==> config.mk <==
export PLATFORM = sky130hd
export DESIGN_NAME = mem_port_arbiter
export DESIGN_NICKNAME = d
export VERILOG_FILES = /design/src/rtl/mem_port_arbiter.sv
export SDC_FILE = /design/constraint.sdc
export NUM_CORES = 1
export LEC_CHECK = 0
export BUFFER_PORTS_ARGS = -buffer_cell sky130_fd_sc_hd__buf_2
export CORE_ASPECT_RATIO = 0.9
export CORE_MARGIN = 2
export CORE_UTILIZATION = 40
export DETAILED_ROUTE_END_ITERATION = 8
export GPL_ROUTABILITY_DRIVEN = 0
export PLACE_DENSITY = 0.72
export SLEW_MARGIN = 20
export SYNTH_ARGS = -nofsm -noshare
export SYNTH_HDL_FRONTEND = slang
export SYNTH_SLANG_ARGS = --single-unit
==> constraint.sdc <==
create_clock -name clock -period 3.8 [get_ports clock]
set_input_delay 0.57 -clock clock [delete_from_list [all_inputs] [get_ports clock]]
set_output_delay 0.57 -clock clock [all_outputs]
set_load 0.01 [all_outputs]
==> src/rtl/mem_port_arbiter.sv <==
// mem_port_arbiter
// ----------------
// Shares one single-port, variable-latency memory between the instruction
// fetch port (if_*) and the data-memory port (dm_*). Each access runs
// IDLE -> WAIT_IF/WAIT_DM -> RESP -> IDLE. A watchdog bounds the wait for
// mem_ready and aborts the access with an error flag.
//
// Handshake: a requester raises *_req with its command and holds both
// stable until it sees the one-cycle *_ack pulse. *_err qualifies *_ack.
// On the memory side mem_req and the command stay stable until mem_ready
// (sampled only while mem_req=1) or until the watchdog aborts.
//
// Ports:
//   clock, reset                  clock, synchronous active-high reset
//   if_req/if_addr                fetch request and address
//   if_rdata/if_ack/if_err        fetch response; if_stall = if_req & ~if_ack
//   dm_req/dm_we/dm_addr/dm_wdata data request and command
//   dm_rdata/dm_ack/dm_err        data response; dm_stall = dm_req & ~dm_ack
//   mem_req/mem_we/mem_addr/mem_wdata  memory command
//   mem_rdata/mem_ready           memory response
//   owner                         0 = fetch, 1 = data (last/current grant)
//   state_dbg                     current FSM state, for debug/checkers
//
// Build option: define ARB_FAIR_EN to alternate the grant when both ports
// are pending in IDLE; otherwise the data port always wins.

module mem_port_arbiter #(
    parameter int ADDR_W   = 32,
    parameter int DATA_W   = 32,
    parameter int MAX_WAIT = 15,
    parameter int CNT_W    = 4
) (
    input  logic              clock,
    input  logic              reset,
    input  logic              if_req,
    input  logic [ADDR_W-1:0] if_addr,
    output logic [DATA_W-1:0] if_rdata,
    output logic              if_ack,
    output logic              if_err,
    output logic              if_stall,
    input  logic              dm_req,
    input  logic              dm_we,
    input  logic [ADDR_W-1:0] dm_addr,
    input  logic [DATA_W-1:0] dm_wdata,
    output logic [DATA_W-1:0] dm_rdata,
    output logic              dm_ack,
    output logic              dm_err,
    output logic              dm_stall,
    output logic              mem_req,
    output logic              mem_we,
    output logic [ADDR_W-1:0] mem_addr,
    output logic [DATA_W-1:0] mem_wdata,
    input  logic [DATA_W-1:0] mem_rdata,
    input  logic              mem_ready,
    output logic              owner,
    output logic [1:0]        state_dbg
);

    typedef enum logic [1:0] {
        IDLE    = 2'd0,
        WAIT_IF = 2'd1,
        WAIT_DM = 2'd2,
        RESP    = 2'd3
    } state_t;

    // The watchdog fires on the cycle the counter would reach MAX_WAIT, so
    // mem_req is high for at most MAX_WAIT cycles.
    localparam logic [CNT_W-1:0] LAST_WAIT = CNT_W'(MAX_WAIT - 1);

    state_t            state, state_n;
    logic [CNT_W-1:0]  wait_cnt, wait_cnt_n;
    logic              mem_req_n, mem_we_n;
    logic [ADDR_W-1:0] mem_addr_n;
    logic [DATA_W-1:0] mem_wdata_n;
    logic [DATA_W-1:0] if_rdata_n, dm_rdata_n;
    logic              if_ack_n, dm_ack_n, if_err_n, dm_err_n;
    logic              owner_n;
    logic              grant_dm;

    always_comb begin
`ifdef ARB_FAIR_EN
        // Both pending: serve the port that did not own the last grant.
        grant_dm = dm_req & (~if_req | ~owner);
`else
        grant_dm = dm_req;
`endif
    end

    always_comb begin
        state_n     = state;
        wait_cnt_n  = wait_cnt;
        mem_req_n   = mem_req;
        mem_we_n    = mem_we;
        mem_addr_n  = mem_addr;
        mem_wdata_n = mem_wdata;
        if_rdata_n  = if_rdata;
        dm_rdata_n  = dm_rdata;
        if_ack_n    = 1'b0;
        dm_ack_n    = 1'b0;
        if_err_n    = 1'b0;
        dm_err_n    = 1'b0;
        owner_n     = owner;

        case (state)
            IDLE: begin
                wait_cnt_n = '0;
                if (grant_dm) begin
                    state_n     = WAIT_DM;
                    mem_req_n   = 1'b1;
                    mem_we_n    = dm_we;
                    mem_addr_n  = dm_addr;
                    mem_wdata_n = dm_wdata;
                    owner_n     = 1'b1;
                end else if (if_req) begin
                    state_n    = WAIT_IF;
                    mem_req_n  = 1'b1;
                    mem_we_n   = 1'b0;
                    mem_addr_n = if_addr;
                    owner_n    = 1'b0;
                end
            end
            WAIT_IF, WAIT_DM: begin
                if (mem_ready) begin
                    state_n    = RESP;
                    mem_req_n  = 1'b0;
                    wait_cnt_n = '0;
                    if (state == WAIT_DM) begin
                        dm_ack_n = 1'b1;
                        // A completed write leaves the read data untouched.
                        if (!mem_we) begin
                            dm_rdata_n = mem_rdata;
                        end
                    end else begin
                        if_ack_n   = 1'b1;
                        if_rdata_n = mem_rdata;
                    end
                end else if (wait_cnt == LAST_WAIT) begin
                    state_n    = RESP;
                    mem_req_n  = 1'b0;
                    wait_cnt_n = '0;
                    if (state == WAIT_DM) begin
                        dm_ack_n   = 1'b1;
                        dm_err_n   = 1'b1;
                        dm_rdata_n = '0;
                    end else begin
                        if_ack_n   = 1'b1;
                        if_err_n   = 1'b1;
                        if_rdata_n = '0;
                    end
                end else begin
                    wait_cnt_n = wait_cnt + 1'b1;
                end
            end
            RESP: begin
                // Requests are not looked at here; the requester is still
                // retiring the acked access on this edge.
                state_n = IDLE;
            end
            default: state_n = IDLE;
        endcase
    end

    always_ff @(posedge clock) begin
        if (reset) begin
            state     <= IDLE;
            wait_cnt  <= '0;
            mem_req   <= 1'b0;
            mem_we    <= 1'b0;
            mem_addr  <= '0;
            mem_wdata <= '0;
            if_rdata  <= '0;
            dm_rdata  <= '0;
            if_ack    <= 1'b0;
            dm_ack    <= 1'b0;
            if_err    <= 1'b0;
            dm_err    <= 1'b0;
            owner     <= 1'b0;
        end else begin
            state     <= state_n;
            wait_cnt  <= wait_cnt_n;
            mem_req   <= mem_req_n;
            mem_we    <= mem_we_n;
            mem_addr  <= mem_addr_n;
            mem_wdata <= mem_wdata_n;
            if_rdata  <= if_rdata_n;
            dm_rdata  <= dm_rdata_n;
            if_ack    <= if_ack_n;
            dm_ack    <= dm_ack_n;
            if_err    <= if_err_n;
            dm_err    <= dm_err_n;
            owner     <= owner_n;
        end
    end

    assign if_stall  = if_req & ~if_ack;
    assign dm_stall  = dm_req & ~dm_ack;
    assign state_dbg = state;

endmodule

# Word level (Yosys, flattened, before mapping)
# Index checks and enable logic that the tools add are counted.
[totals] register_bits=141 inputBits=134 elab_cells=73
[classes] n_addsub=1 eq_ne=7 mux=33 n_bitwise=6 n_reduce_logical=13
[ops] cell="32-bit 2-to-1 mux" count=11
[ops] cell="1-bit 2-to-1 mux" count=13
[ops] cell="2-bit 2-to-1 mux" count=4
[ops] cell="4-bit 2-to-1 mux" count=2
[ops] cell="4-bit case mux with 2 select lines" count=1
[ops] cell="3-bit inequality test, second input constant" count=2
[ops] cell="2-bit case mux with 3 select lines" count=1
[ops] cell="2-bit AND reduction" count=3
[ops] cell="3-bit AND reduction" count=2
[ops] cell="2-bit nonzero test" count=3
[ops] cell="4-bit by 1-bit adder with 4-bit output, second input constant" count=1
[ops] cell="2-bit == test, second input constant" count=2
[ops] cell="4-bit == test, second input constant" count=1
[ops] cell="1-bit inverter" count=4
[ops] cell="4-bit AND reduction" count=1
[ops] cell="2-bit OR reduction" count=2
[ops] cell="3-bit OR reduction" count=1
[ops] cell="1-bit bitwise AND" count=2
[ops] cell="2-bit by 1-bit == test with 1-bit output, second input constant" count=1
[ops] cell="2-bit zero test" count=1
[ops] cell="2-bit inequality test, second input constant" count=1
[ops] cell="1-bit case mux with 2 select lines" count=1

# Depth between registers and ports, before layout
[depth] word_depth=4 depth_mapped=7 depth_no_buf=5

# Worst setup path before layout
# Ideal clock, no wire load.
[synth_path] path_kind="input to register" start="input dm_req" end="register state[1] (netlist: state_dbg[1])" setup_time_ps=121 t_arrival_ps=1569 slack_ps=2111 cell_stages=4 path_buffers=1 cell_sequence="buf_6 or3b_2 o21ai_2 mux2_2"
[synth_between] elab_chain_cells=2
[synth_lines] item="start: declaration" line_no="41" text="input logic dm_req,"
[synth_lines] item="2-bit 2-to-1 mux or 3-bit inequality test (tied branches)"
[synth_lines] item="2-bit case mux with 3 select lines or 2-bit AND reduction (tied branches)"
[synth_lines] item="end signal: assignment" line_no="179" text="state <= state_n;"
[synth_lines] item="end: declaration" line_no="70" text="state_t state, state_n;"
# Several ways; a longest one is shown, not always the timed one.
# A chain may end at the register's enable or synchronous reset.

# Worst setup path after layout
[layout_path] start="input dm_req" end="output dm_stall"
[layout_between] elab_chain_cells=1
[layout_lines] item="1-bit bitwise AND" line_no="196" text="assign dm_stall = dm_req & ~dm_ack;"
[layout_lines] item="end: declaration" line_no="48" text="output logic dm_stall,"
# Every way passes these cells.

==> results_dict.tcl <==
set metrics [dict create \
    post_cts_buffers 0 \
    path_class "primary input to output pin" \
    tightest_slew_ns 0.741 \
    critical_path_depth 5 \
    antenna_found_initial 0 \
    vias 5226 \
    cts_resized 0 \
    clock-root-buffer "clkbuf_16" \
    cts_sinks 141 \
    netlist_area_um2 5420 \
    fp.dieH_um 114 \
    clk_pin_slew_ns 0.06 \
    layout.nets 1001 \
    critical_path.top_delay_family "buffers and inverters" \
    powerDensity_nw_per_um2 757 \
    yosys_warnings 0 \
    synthArstFlopShare 0 \
    synth_edf_count 0 \
    synth_top_area_share 0.520 \
    ant_nets 0 \
    numPortBuffers 272 \
    slowest_delay_ns 0.46 \
    setup_viol 0 \
    synthFlopType "dfxtp_1" \
    viasPerCell 5.01 \
    cp.required_ns 3.23 \
    ff2ff_setup_slack_ns 1.69 \
    drc 0 \
    synth-seq-cells 141 \
    cp_cell_sequence "buf_2 > buf_4 > inv_1 > nor2_1 > buf_2" \
    layout_common_cells "buf_2 (271), dfxtp_1 (141), nand2_1 (137), nor2_1 (40), a21oi_1 (36)" \
    die_w_um 127 \
    yosys.area.top_type "dfxtp_1" \
    drive_above_1_share 0.369 \
    cp_slowest_cell "buf_4" \
    synth-seq-area-share 0.520 \
    ctsLongestPathBuffers 2 \
    ys_top_cells_by_area "dfxtp_1 (52%), nand2_1 (9.5%), mux2i_1 (5.9%)" \
    cts_tree "done" \
    holdBufCountCts 0 \
    slew_headroom 0.506 \
    diodes 0 \
    htreeDepth 4 \
    cp_max_fo 37 \
    timing.hold.ws_ns 0.393 \
    setup_slack_ns 1.69 \
    design.core.area_um2 13300 \
    synth_cell_types 37 \
    crit_end "dm_stall" \
    grt_usage 0.202 \
    drv_cap 0 \
    drt_pass1_iterations 4 \
    grt_start_max_net_pins 73 \
    r2r_cells 6 \
    reg2reg_to "mem_addr[5]" \
    dp_hpwl_mm 10.7 \
    grt_pass1_wl_mm 23.5 \
    areaGrowthSynthToFinish_pct 39.7 \
    syn_inst 608 \
    hp-class "primary input to flop" \
    worst_setup_path_end_kind "output pin" \
    num_rows 40 \
    dieArea_um2 14500 \
    maxSlewViolCount 0 \
    total_power_w 0.00573 \
    path_buf_inv 4 \
    avgRoutedWirePerCell_um 14.5 \
    drt-total-wl_mm 15.1 \
    min_period_over_period 0.555 \
    status "finished clean" \
    leakage_nw 3.57 \
    clkLatencyLatePin_ns 0.41 \
    num-fill-cells 1242 \
    layout_commonest_cell "buf_2" \
    ir_drop_uv 390 \
    crit_arrival_ns 1.54 \
    start_util 0.407 \
    grt_pass1_vias 4621 \
    fin_crit_ns 2.11 \
    grt_overflow 0 \
    worstSetupStartpointType "primary input" \
    cp_common_cell "buf_2" \
    fmax_ghz 0.474 \
    syn-num-nets 747 \
    cp-startpoint "dm_req" \
    drt_iter0_markers 325 \
    grt_setup_unrepaired "false" \
    finalHoldViolCount 0 \
    reg2reg_from "state_dbg[0]" \
    hp-start "mem_rdata[20]" \
    clock_skew_ns 0.00763 \
    io_pins 273 \
    numCtsBuffers 17 \
    utilization 0.569 \
    tns_ns 0 \
    syn-mean-instance-area_um2 8.92 \
    place_ws_ns 1.65 \
]
## synth_stat cells (all sizes together), types with 2 or more instances
| cell type | n |
|---|---|
| dfxtp | 141 |
| nand2 | 137 |
| nor2 | 40 |
| a21oi | 36 |
| a31oi | 36 |
| nand3 | 34 |
| a211oi | 32 |
| a22o | 32 |
| mux2i | 32 |
| buf | 30 |
| clkbuf | 19 |
| ha | 5 |
| inv | 5 |
| nand2b | 4 |
| nor3 | 3 |
| nand4b | 2 |
| nor2b | 2 |
| o21a | 2 |
| o21ai | 2 |
| or4 | 2 |
## state kept, by name, summed over array words and instances (netlist names)
name	cells
mem_wdata	32
dm_rdata	32
mem_req	1
mem_addr	32
owner	1
dm_err	1
dm_ack	1
mem_we	1
if_rdata	32
if_err	1
if_ack	1
state_dbg	2
wait_cnt	4
## metrics by stage
stage          cells  instance area [µm²]
6_report        1043                 7580
5_1_grt         1043                 7580
4_1_cts         1043                 7580
3_5_place_dp    1011                 6880
3_3_place_gp    1011                 6880
2_1_floorplan    608                 5420
## worst register-to-register path, cell delays in order (launching register included)
cell and delay, ns:
dfxtp_1 0.33, inv_1 0.11, ha_1 0.35, o21a_2 0.64, buf_4 0.33, nor2_1 0.06
a211oi_1 0.21
## power breakdown
group	switching, W	internal (W)
Clock	0.000628	0.00129
Combinational	0.00106	0.000693
Sequential	0.000207	0.00186
## worst min-delay path by stage
stage | end | slack [ns] | cells past startpoint
6_report | if_rdata[20] | 0.39 | 2
5_1_grt | if_rdata[16] | 0.38 | 2
4_1_cts | if_rdata[20] | 0.37 | 2
3_5_place_dp | mem_wdata[4] | 0.44 | 2
3_3_place_gp | mem_wdata[7] | 0.44 | 2
2_1_floorplan | mem_wdata[0] | 0.48 | 2
## routing by layer
metal,share of wire,vias up,track usage
li1,-,2657,-
met1,0.45,2379,0.257
met2,0.48,179,0.335
met3,0.062,11,0.0593
met4,0.010,0,0.0615
met5,0,-,0
## layout make-up
type / count / area, µm² / area share
Sequential cell: 141 / 2820 / 0.373
Inverter: 5 / 18.8 / 0.00248
Tap cell: 168 / 210 / 0.0277
Clock inverter: 12 / 230 / 0.0304
Timing Repair Buffer: 284 / 1450 / 0.192
Clock buffer: 20 / 467 / 0.0616
Multi-Input combinational cell: 413 / 2370 / 0.313
## logic make-up (layout without fill, tap and decap cells)
kind of cell               count (synthesis)  count (layout)  share of synthesized area
buffers and inverters                     54             321                     0.0431
DFF                                      141             141                      0.520
muxes                                     33              33                     0.0611
AOI/OAI and AO/OA                        145             145                      0.185
and+or+nand+nor                          230             230                      0.179
adders and majority gates                  5               5                     0.0115
Power figures use the tool's default switching activity.
